File: src/rtl/mem_arbiter.sv
// Single-outstanding memory arbiter: serves iCache/dCache line fills and dCache
// write-backs, one memory transaction at a time, with round-robin read fairness.
`ifndef WORD_SIZE
`define WORD_SIZE 32
`endif
`ifndef CACHE_LINE_SIZE
`define CACHE_LINE_SIZE 128
`endif

module mem_arbiter #(
    parameter int WORD_SIZE = `WORD_SIZE,
    parameter int LINE_SIZE = `CACHE_LINE_SIZE
) (
    input  logic                 clk,
    input  logic                 rst,

    input  logic                 i_req,
    input  logic [WORD_SIZE-1:0] i_req_addr,
    output logic                 i_res,
    output logic [WORD_SIZE-1:0] i_res_addr,
    output logic [LINE_SIZE-1:0] i_res_data,

    input  logic                 d_req,
    input  logic [WORD_SIZE-1:0] d_req_addr,
    output logic                 d_res,
    output logic [WORD_SIZE-1:0] d_res_addr,
    output logic [LINE_SIZE-1:0] d_res_data,

    input  logic                 d_write,
    input  logic [WORD_SIZE-1:0] d_write_addr,
    input  logic [LINE_SIZE-1:0] d_write_data,
    output logic                 d_write_done,

    output logic                 mem_req,
    output logic [WORD_SIZE-1:0] mem_req_addr,
    output logic                 mem_write,
    output logic [WORD_SIZE-1:0] mem_write_addr,
    output logic [LINE_SIZE-1:0] mem_write_data,
    input  logic                 mem_res,
    input  logic [WORD_SIZE-1:0] mem_res_addr,
    input  logic [LINE_SIZE-1:0] mem_res_data
);

    typedef enum logic [2:0] {IDLE, ISSUE, BUSY_I, BUSY_DR, BUSY_DW} state_t;
    typedef enum logic [1:0] {OWN_I, OWN_DR, OWN_DW} owner_t;

    state_t                 state, state_nxt;
    owner_t                 owner_q, gnt_owner;
    logic                   gnt_valid;
    logic [WORD_SIZE-1:0]   gnt_addr;
    logic [WORD_SIZE-1:0]   addr_q;
    logic [LINE_SIZE-1:0]   wdata_q;
    logic                   rr_q;
    logic                   hit;

    // A completion must match the outstanding address; reset masks any late pulse.
    assign hit = mem_res && (mem_res_addr == addr_q) && !rst;

    // Write-back wins; otherwise rr picks between simultaneous reads.
    always_comb begin
        // NOTE: every variable gets a default before the branches so no latch is inferred.
        gnt_valid = 1'b0;
        gnt_owner = OWN_I;
        gnt_addr  = '0;
        if (d_write) begin
            gnt_valid = 1'b1;
            gnt_owner = OWN_DW;
            gnt_addr  = d_write_addr;
        end else if (i_req && d_req) begin
            gnt_valid = 1'b1;
            gnt_owner = rr_q ? OWN_DR : OWN_I;
            gnt_addr  = rr_q ? d_req_addr : i_req_addr;
        end else if (i_req) begin
            gnt_valid = 1'b1;
            gnt_owner = OWN_I;
            gnt_addr  = i_req_addr;
        end else if (d_req) begin
            gnt_valid = 1'b1;
            gnt_owner = OWN_DR;
            gnt_addr  = d_req_addr;
        end
    end

    always_ff @(posedge clk) begin
        // NOTE: sequential state uses non-blocking assignments so all flops update together.
        if (rst) state <= IDLE;
        else     state <= state_nxt;
    end

    always_comb begin
        state_nxt = state;
        case (state)
            IDLE:    if (gnt_valid) state_nxt = ISSUE;
            ISSUE: begin
                case (owner_q)
                    OWN_DR:  state_nxt = BUSY_DR;
                    OWN_DW:  state_nxt = BUSY_DW;
                    default: state_nxt = BUSY_I;
                endcase
            end
            BUSY_I, BUSY_DR, BUSY_DW: if (hit) state_nxt = IDLE;
            default: state_nxt = IDLE;
        endcase
    end

    always_ff @(posedge clk) begin
        if (rst) begin
            owner_q <= OWN_I;
            addr_q  <= '0;
            wdata_q <= '0;
            rr_q    <= 1'b0;
        end else begin
            if (state == IDLE && gnt_valid) begin
                owner_q <= gnt_owner;
                addr_q  <= gnt_addr;
                wdata_q <= (gnt_owner == OWN_DW) ? d_write_data : '0;
            end
            // Write-backs leave the read fairness pointer alone.
            if (hit && state == BUSY_I)  rr_q <= 1'b1;
            if (hit && state == BUSY_DR) rr_q <= 1'b0;
        end
    end

    assign mem_req_addr   = addr_q;
    assign mem_write_addr = addr_q;
    assign mem_write_data = wdata_q;

    always_comb begin
        mem_req      = 1'b0;
        mem_write    = 1'b0;
        i_res        = 1'b0;
        i_res_addr   = '0;
        i_res_data   = '0;
        d_res        = 1'b0;
        d_res_addr   = '0;
        d_res_data   = '0;
        d_write_done = 1'b0;
        case (state)
            ISSUE: begin
                mem_req   = (owner_q != OWN_DW);
                mem_write = (owner_q == OWN_DW);
            end
            BUSY_I: if (hit) begin
                i_res      = 1'b1;
                i_res_addr = mem_res_addr;
                i_res_data = mem_res_data;
            end
            BUSY_DR: if (hit) begin
                d_res      = 1'b1;
                d_res_addr = mem_res_addr;
                d_res_data = mem_res_data;
            end
            BUSY_DW: if (hit) d_write_done = 1'b1;
            default: ;
        endcase
    end

endmodule
File: config.mk
export PLATFORM = sky130hd
export DESIGN_NAME = mem_arbiter
export DESIGN_NICKNAME = d
export VERILOG_FILES = /design/src/rtl/mem_arbiter.sv
export SDC_FILE = /design/constraint.sdc
export NUM_CORES = 1
export LEC_CHECK = 0
export CAP_MARGIN = 20
export CORE_AREA = 2 2 353 355
export DETAILED_ROUTE_END_ITERATION = 7
export DIE_AREA = 0 0 355 357
export GPL_TIMING_DRIVEN = 0
export PLACE_DENSITY = 0.37
export SETUP_SLACK_MARGIN = 0.05
export SLEW_MARGIN = 20
export SYNTH_ARGS = -nofsm -noshare
export SYNTH_HDL_FRONTEND = slang
export SYNTH_SLANG_ARGS = --single-unit
File: constraint.sdc
create_clock -name clk -period 2.9 [get_ports clk]
set_clock_uncertainty 0.2 [all_clocks]
set_input_delay 0.435 -clock clk [delete_from_list [all_inputs] [get_ports clk]]
set_output_delay 0.435 -clock clk [all_outputs]
set_load 0.05 [all_outputs]
# --- Yosys cells after proc, flatten, opt, wreduce, memory -nomap -nowiden ---
# Cells that the tools add are included.
word_totals:
  register_bits: 166
  word_cells: 58
classes:
  n_eq_ne: 11
  mux: 31
  n_reduce_logical: 11
op_table:
  columns: ["op", "count"]
  rows:
  - ["two-way mux 128 bit", 4]
  - ["two-way mux 32 bit", 8]
  - ["== test 32 bit", 1]
  - ["two-way mux 1 bit", 14]
  - ["one-hot mux 3 bit (3 select lines)", 1]
  - ["== test 3 x 2 -> 1 bit (second input constant)", 2]
  - ["logical AND 1 bit", 6]
  - ["two-way mux 3 bit", 2]
  - ["!= test 2 bit (second input constant)", 3]
  - ["one-hot mux 3 bit (2 select lines)", 1]
  - ["== test 2 bit (second input constant)", 2]
  - ["== test 3 x 1 -> 1 bit (second input constant)", 1]
  - ["== test 3 bit (second input constant)", 1]
  - ["zero test 3 bit", 1]
  - ["OR reduction 3 bit", 1]
  - ["== test 2 x 1 -> 1 bit (second input constant)", 1]
  - ["two-way mux 2 bit", 1]
  - ["AND reduction 2 bit", 1]
  - ["OR reduction 2 bit", 1]
  - ["zero test 1 bit", 1]

# --- Logic depth before layout (Yosys ltp) ---
depth:
  word_depth: 6
  mapped_depth: 8
  depth_no_buf: 5

# --- Worst setup path after synthesis ---
# Ideal clock, no wire load.
synth_path:
  path_type: "flip-flop to output port"
  start: "reg addr_q[30] (netlist: mem_req_addr[30])"
  end: "out i_res_data[49]"
  arrival_time_ns: 3.381
  setup_slack_ns: -1.116
  path_stages_with_launch: 8
  path_cell_list: "dfxtp_1 > xor2_1 > nor4_2 > nand4_2 > or4_1 > buf_2 > clkbuf_1 > nor3b_1"
synth_between:
  elab_chain_cells: 5
synth_lines:
  columns: ["element", "line", "source"]
  rows:
  - ["from (decl)", "51", "logic [WORD_SIZE-1:0] addr_q;"]
  - ["from (signal assigned)", "115", "addr_q <= gnt_addr;"]
  - ["== test 32 bit", "57", "assign hit = mem_res && (mem_res_addr == addr_q) && !rst;"]
  - ["logical AND 1 bit (2 in series)", "57", null]
  - ["two-way mux 128 bit", "143", "BUSY_I: if (hit) begin"]
  - ["two-way mux 128 bit", "138", "case (state)"]
  - ["to (decl)", "21", "output logic [LINE_SIZE-1:0] i_res_data,"]
# Every way passes these cells.

# --- Worst setup path in the final report ---
layout_path:
  start: "in mem_res_addr[16]"
  end: "out i_res_addr[7]"
layout_between:
  elab_chain_cells: 5
layout_lines:
  columns: ["element", "line", "source"]
  rows:
  - ["from (decl)", "40", "input logic [WORD_SIZE-1:0] mem_res_addr,"]
  - ["== test 32 bit", "57", null]
  - ["logical AND 1 bit (2 in series)", "57", null]
  - ["two-way mux 32 bit", "143", null]
  - ["two-way mux 32 bit", "138", null]
  - ["to (decl)", "20", "output logic [WORD_SIZE-1:0] i_res_addr,"]
# Every way passes these cells.

==> results summary <==
The run finished, with violations left. The final reports fail on setup timing. The number of global-route vias before repair came to between 10000 and 15000. The synthesized design spends more area on one cell type than any other, namely sky130_fd_sc_hd__dfxtp_1. The number of pins exceeding their max-slew limit in the final report is 0. The global-route track usage on met1 came out at about 17%. The number of distinct standard cells referenced by the synthesized netlist came out at 36. The total via count after detailed routing came out at between 10000 and 15000. The maximum clock insertion buffer count came out at 2.

Averaged over all synthesized cells, the footprint is between 8 and 9 um2. Setup repair after global routing could not meet its margin everywhere. The class of the most critical hold timing path is reg -> reg.

STA classifies the critical path startpoint as an input pin. In this run, synthesis inferred 0 flip-flops with an integrated enable. The net count of the finished layout came out at between 2000 and 3000. The number of antenna violations at the first check in global routing is 43. For this run, global-route usage on met2 was measured as about 24%. The post-synthesis instance area came out at between 9000 and 10000 um2. STA classifies the critical path endpoint as an output pin. The most used flip-flop cell after synthesis is sky130_fd_sc_hd__dfxtp_1. Yosys attributes the largest share of cell area to sky130_fd_sc_hd__dfxtp_1 34%, sky130_fd_sc_hd__and2_1 10%, sky130_fd_sc_hd__nor3b_2 10%. The number of buffers inserted by port buffering came out at roughly 900.

The library cells used most frequently in the layout, excluding fill and tap cells, are 564 x sky130_fd_sc_hd__clkdlybuf4s50_1, 259 x sky130_fd_sc_hd__buf_6, 134 x sky130_fd_sc_hd__dfxtp_1. During I/O placement, the number of pins put on the boundary was between 900 and 1000. The worst hold path begins at mem_write_data[88]. The highest clock rate is about 0.26 GHz. After global routing, the most crowded layer is met2.

The standby leakage power is 8.714 nW. The number of instances in the synthesized netlist is 1176. The setup slack after layout came out at -1.012 ns. Counting every sink on the clock net gives 166. Hold is met by slightly below 0.3 ns. The area growth from synthesis to layout came out at 142.6%. The width of the die is between 300 and 400 um. The count of endpoints failing setup in the final report came out at about 490. The most common library cell in the layout ignoring fill and taps is sky130_fd_sc_hd__clkdlybuf4s50_1. The total detailed-routing wirelength came out at between 90 and 100 mm. For this run, the slowest stage of the critical path takes 0.57 ns. The cell that appears most often on the critical path is sky130_fd_sc_hd__buf_12. The post-route DRC violation count is 0. The fraction of met3 tracks used by global routing came out at around 4.6%.

The finished cells cover ~24000 um2. The number of nets produced by synthesis is approximately 1600. The die outline area is roughly 130000 um2.

The tool flagged a number of max-cap violations equal to 0. The wire length per cell came out at 25.00 um. The worst voltage drop across the vdd grid is approximately 0.45 mV.

The number of buffer and inverter instances along the worst setup path came out at 5. Counting instances, the worst hold path has a depth of 2. The internal reg-to-reg setup slack is -0.45 ns. In the routed layout, each cell is associated on average with a via count of 3.389. The iteration count of the initial detailed-routing pass came out at 5.

The number of H-tree levels came out at 4. The post-detailed-placement half-perimeter wirelength came out at between 80 and 90 mm. The hold violation count in the final report is 0. The reg-to-reg critical path endpoint is mem_write_data[89]. The worst endpoint required time came out at between 2 and 2.5 ns. The post-placement cell area is 21920 um2. The later pin in the worst-skew pair is clocked with a latency of ~0.51 ns. The sequential cell area fraction in the yosys report came out at 34.11%. In this run the remaining antenna-violating nets after routing total 0. The number of design-rule violations left by the first detailed-router iteration is 563. Counting buffers and inverters, the worst setup path is 10 cells deep. Data arrives at the worst endpoint at ~3.3 ns. In this run the worst path has a maximum fanout of 10. TritonCTS built the clock tree.

The first global-routing pass estimated 122.5 mm of wire. The total power after layout came out at approximately 0.0094 W. The critical path goes through clkdlybuf4s50_1 > xor2_1 > nor4_2 > nand4_4 > or4_4 > buf_12 > buf_12 > buf_12 > nor3b_4 > buf_6.

The core area came out at approximately 120000 um2. In this run the clock root is driven by a sky130_fd_sc_hd__clkbuf_16. The number of buffers inserted for hold repair after clock tree synthesis is 0. The power density over the cells came out at around 400 nW/um2.

The count of standard-cell rows came out at approximately 130. The endpoint of the worst hold path is mem_write_data[88]. The share of the synthesized area in the top cell type came out at 34.11%. The height of the die came out at about 360 um. The worst setup path is of the in -> out kind.

The worst register-to-register path begins at state[2]. The remaining global-route overflow is 0. The fraction of layout instances using a drive strength above 1 is about 35%.

The worst path uses 134.9% of the clock period. The flop and latch count out of synthesis is 166. The worst slack at placement is -3.110 ns. The maximum number of pins on one net before global-route repair came out at 17. Routability-driven placement finished with a final weighted congestion of around 0.83.

Global routing used between 10% and 20% of the available tracks across all layers. Headroom to the max-slew limit came out at a little under a third. The actual transition at the worst max-transition pin came out at between 1 and 1.5 ns. The number of cell instances on the worst register-to-register path is 8.

The number of warnings issued by yosys came out at 0. After clock tree synthesis, the clock-pin slew on the worst setup and hold paths is 0.06 ns. The share of flip-flops with an asynchronous set or reset after synthesis is 0%. In this run, CTS created clock tree buffers numbering 17. The starting utilization of the core area came out at approximately 7.9%. The shortest period the worst path allows came out at a little under 4 ns. Among cell families on the critical path, the largest total delay comes from simple AND/OR/NAND/NOR gates. The largest individual stage delay along the critical path comes from the cell sky130_fd_sc_hd__or4_4.
## how the worst max path moves through the flow
stage / start / slack [ns] / endpoint
6_report: mem_res_addr[16] / -1.01 / i_res_addr[7]
5_1_grt: mem_req_addr[20] / -1.09 / i_res_data[109]
4_1_cts: mem_req_addr[30] / -1.12 / i_res_addr[7]
3_5_place_dp: mem_res_addr[22] / -3.11 / d_res_addr[19]
3_3_place_gp: mem_res_addr[28] / -3.15 / d_res_data[85]
2_1_floorplan: mem_res_addr[28] / -0.82 / i_res_data[10]
## through the flow
step           TNS (ns)  util (%)  instances
6_report        -327.37     19.22       3777
5_1_grt         -383.02     19.20       3770
2_1_floorplan    -77.38         -       1176
3_5_place_dp   -1044.71     17.82       3718
3_3_place_gp   -1056.65     17.80       3717
4_1_cts         -408.52     18.38       3762
## synthesized netlist by cell type, types with 2 or more instances
master	n
sky130_fd_sc_hd__o311ai_0	2
sky130_fd_sc_hd__or2_2	2
sky130_fd_sc_hd__buf_6	9
sky130_fd_sc_hd__clkbuf_1	111
sky130_fd_sc_hd__buf_4	32
sky130_fd_sc_hd__a21oi_1	34
sky130_fd_sc_hd__nor3_1	5
sky130_fd_sc_hd__xnor2_1	3
sky130_fd_sc_hd__nor4_1	4
sky130_fd_sc_hd__nand2b_1	4
sky130_fd_sc_hd__inv_1	3
sky130_fd_sc_hd__nor4_2	3
sky130_fd_sc_hd__a22oi_1	128
sky130_fd_sc_hd__dfxtp_1	166
sky130_fd_sc_hd__xor2_1	29
sky130_fd_sc_hd__nor3b_1	82
sky130_fd_sc_hd__nor2_1	131
sky130_fd_sc_hd__buf_2	8
sky130_fd_sc_hd__nand2_1	97
sky130_fd_sc_hd__nand3_1	2
sky130_fd_sc_hd__nor3b_2	79
sky130_fd_sc_hd__a211oi_1	4
sky130_fd_sc_hd__and2_1	161
sky130_fd_sc_hd__a32oi_1	32
sky130_fd_sc_hd__o21ai_0	34
## tightest hold or removal path, stage by stage (launching register included)
cell and delay [ns]:
sky130_fd_sc_hd__dfxtp_1 0.33, sky130_fd_sc_hd__a22oi_1 0.06, sky130_fd_sc_hd__nor2_1 0.07
## flip-flops by register name, indices dropped and copies added (netlist names)
signal and count:
mem_write_data 128, state 3, owner_q 2, rr_q 1, mem_req_addr 32
## what timing repair did
item / 4_1_cts / 5_1_grt
pin swaps: 10 / 19
setup endpoints to repair: 491 / 490
gates resized for setup: 1609 / 861
setup buffers: 12 / 7
## logic make-up after synthesis
| kind of cell | after synthesis | share of synthesized area (%) |
|---|---|---|
| simple gates | 579 | 37.82 |
| xor+xnor | 32 | 2.877 |
| flops | 166 | 34.11 |
| buf+inv | 163 | 8.310 |
| compound gates | 236 | 16.88 |
## layout make-up
| type | instances | area, um2 |
|---|---|---|
| fill | 13766 | 99360 |
| timing repair buffer | 924 | 9545 |
| tap | 1637 | 2048 |
| multi-input combinational | 847 | 6928 |
| antenna | 8 | 20.02 |
| inverter | 3 | 11.26 |
| clock buffer | 22 | 444.2 |
| clock inverter | 10 | 98.84 |
| sequential | 166 | 3413 |
| buffer | 160 | 1124 |
## routing by layer
| metal | up-vias | part of all wire (%) |
|---|---|---|
| met5 | - | 0.075 |
| met4 | 12 | 1.7 |
| met3 | 120 | 7.2 |
| met2 | 591 | 48 |
| met1 | 6129 | 43 |
| li1 | 5949 | - |
## power breakdown
part	total [W]	switching, W	internal (W)
combinational	0.00427	0.00278	0.00149
clock	0.00231	0.00113	0.00119
sequential	0.00284	0.000296	0.00254
Power figures use the tool's default switching activity.
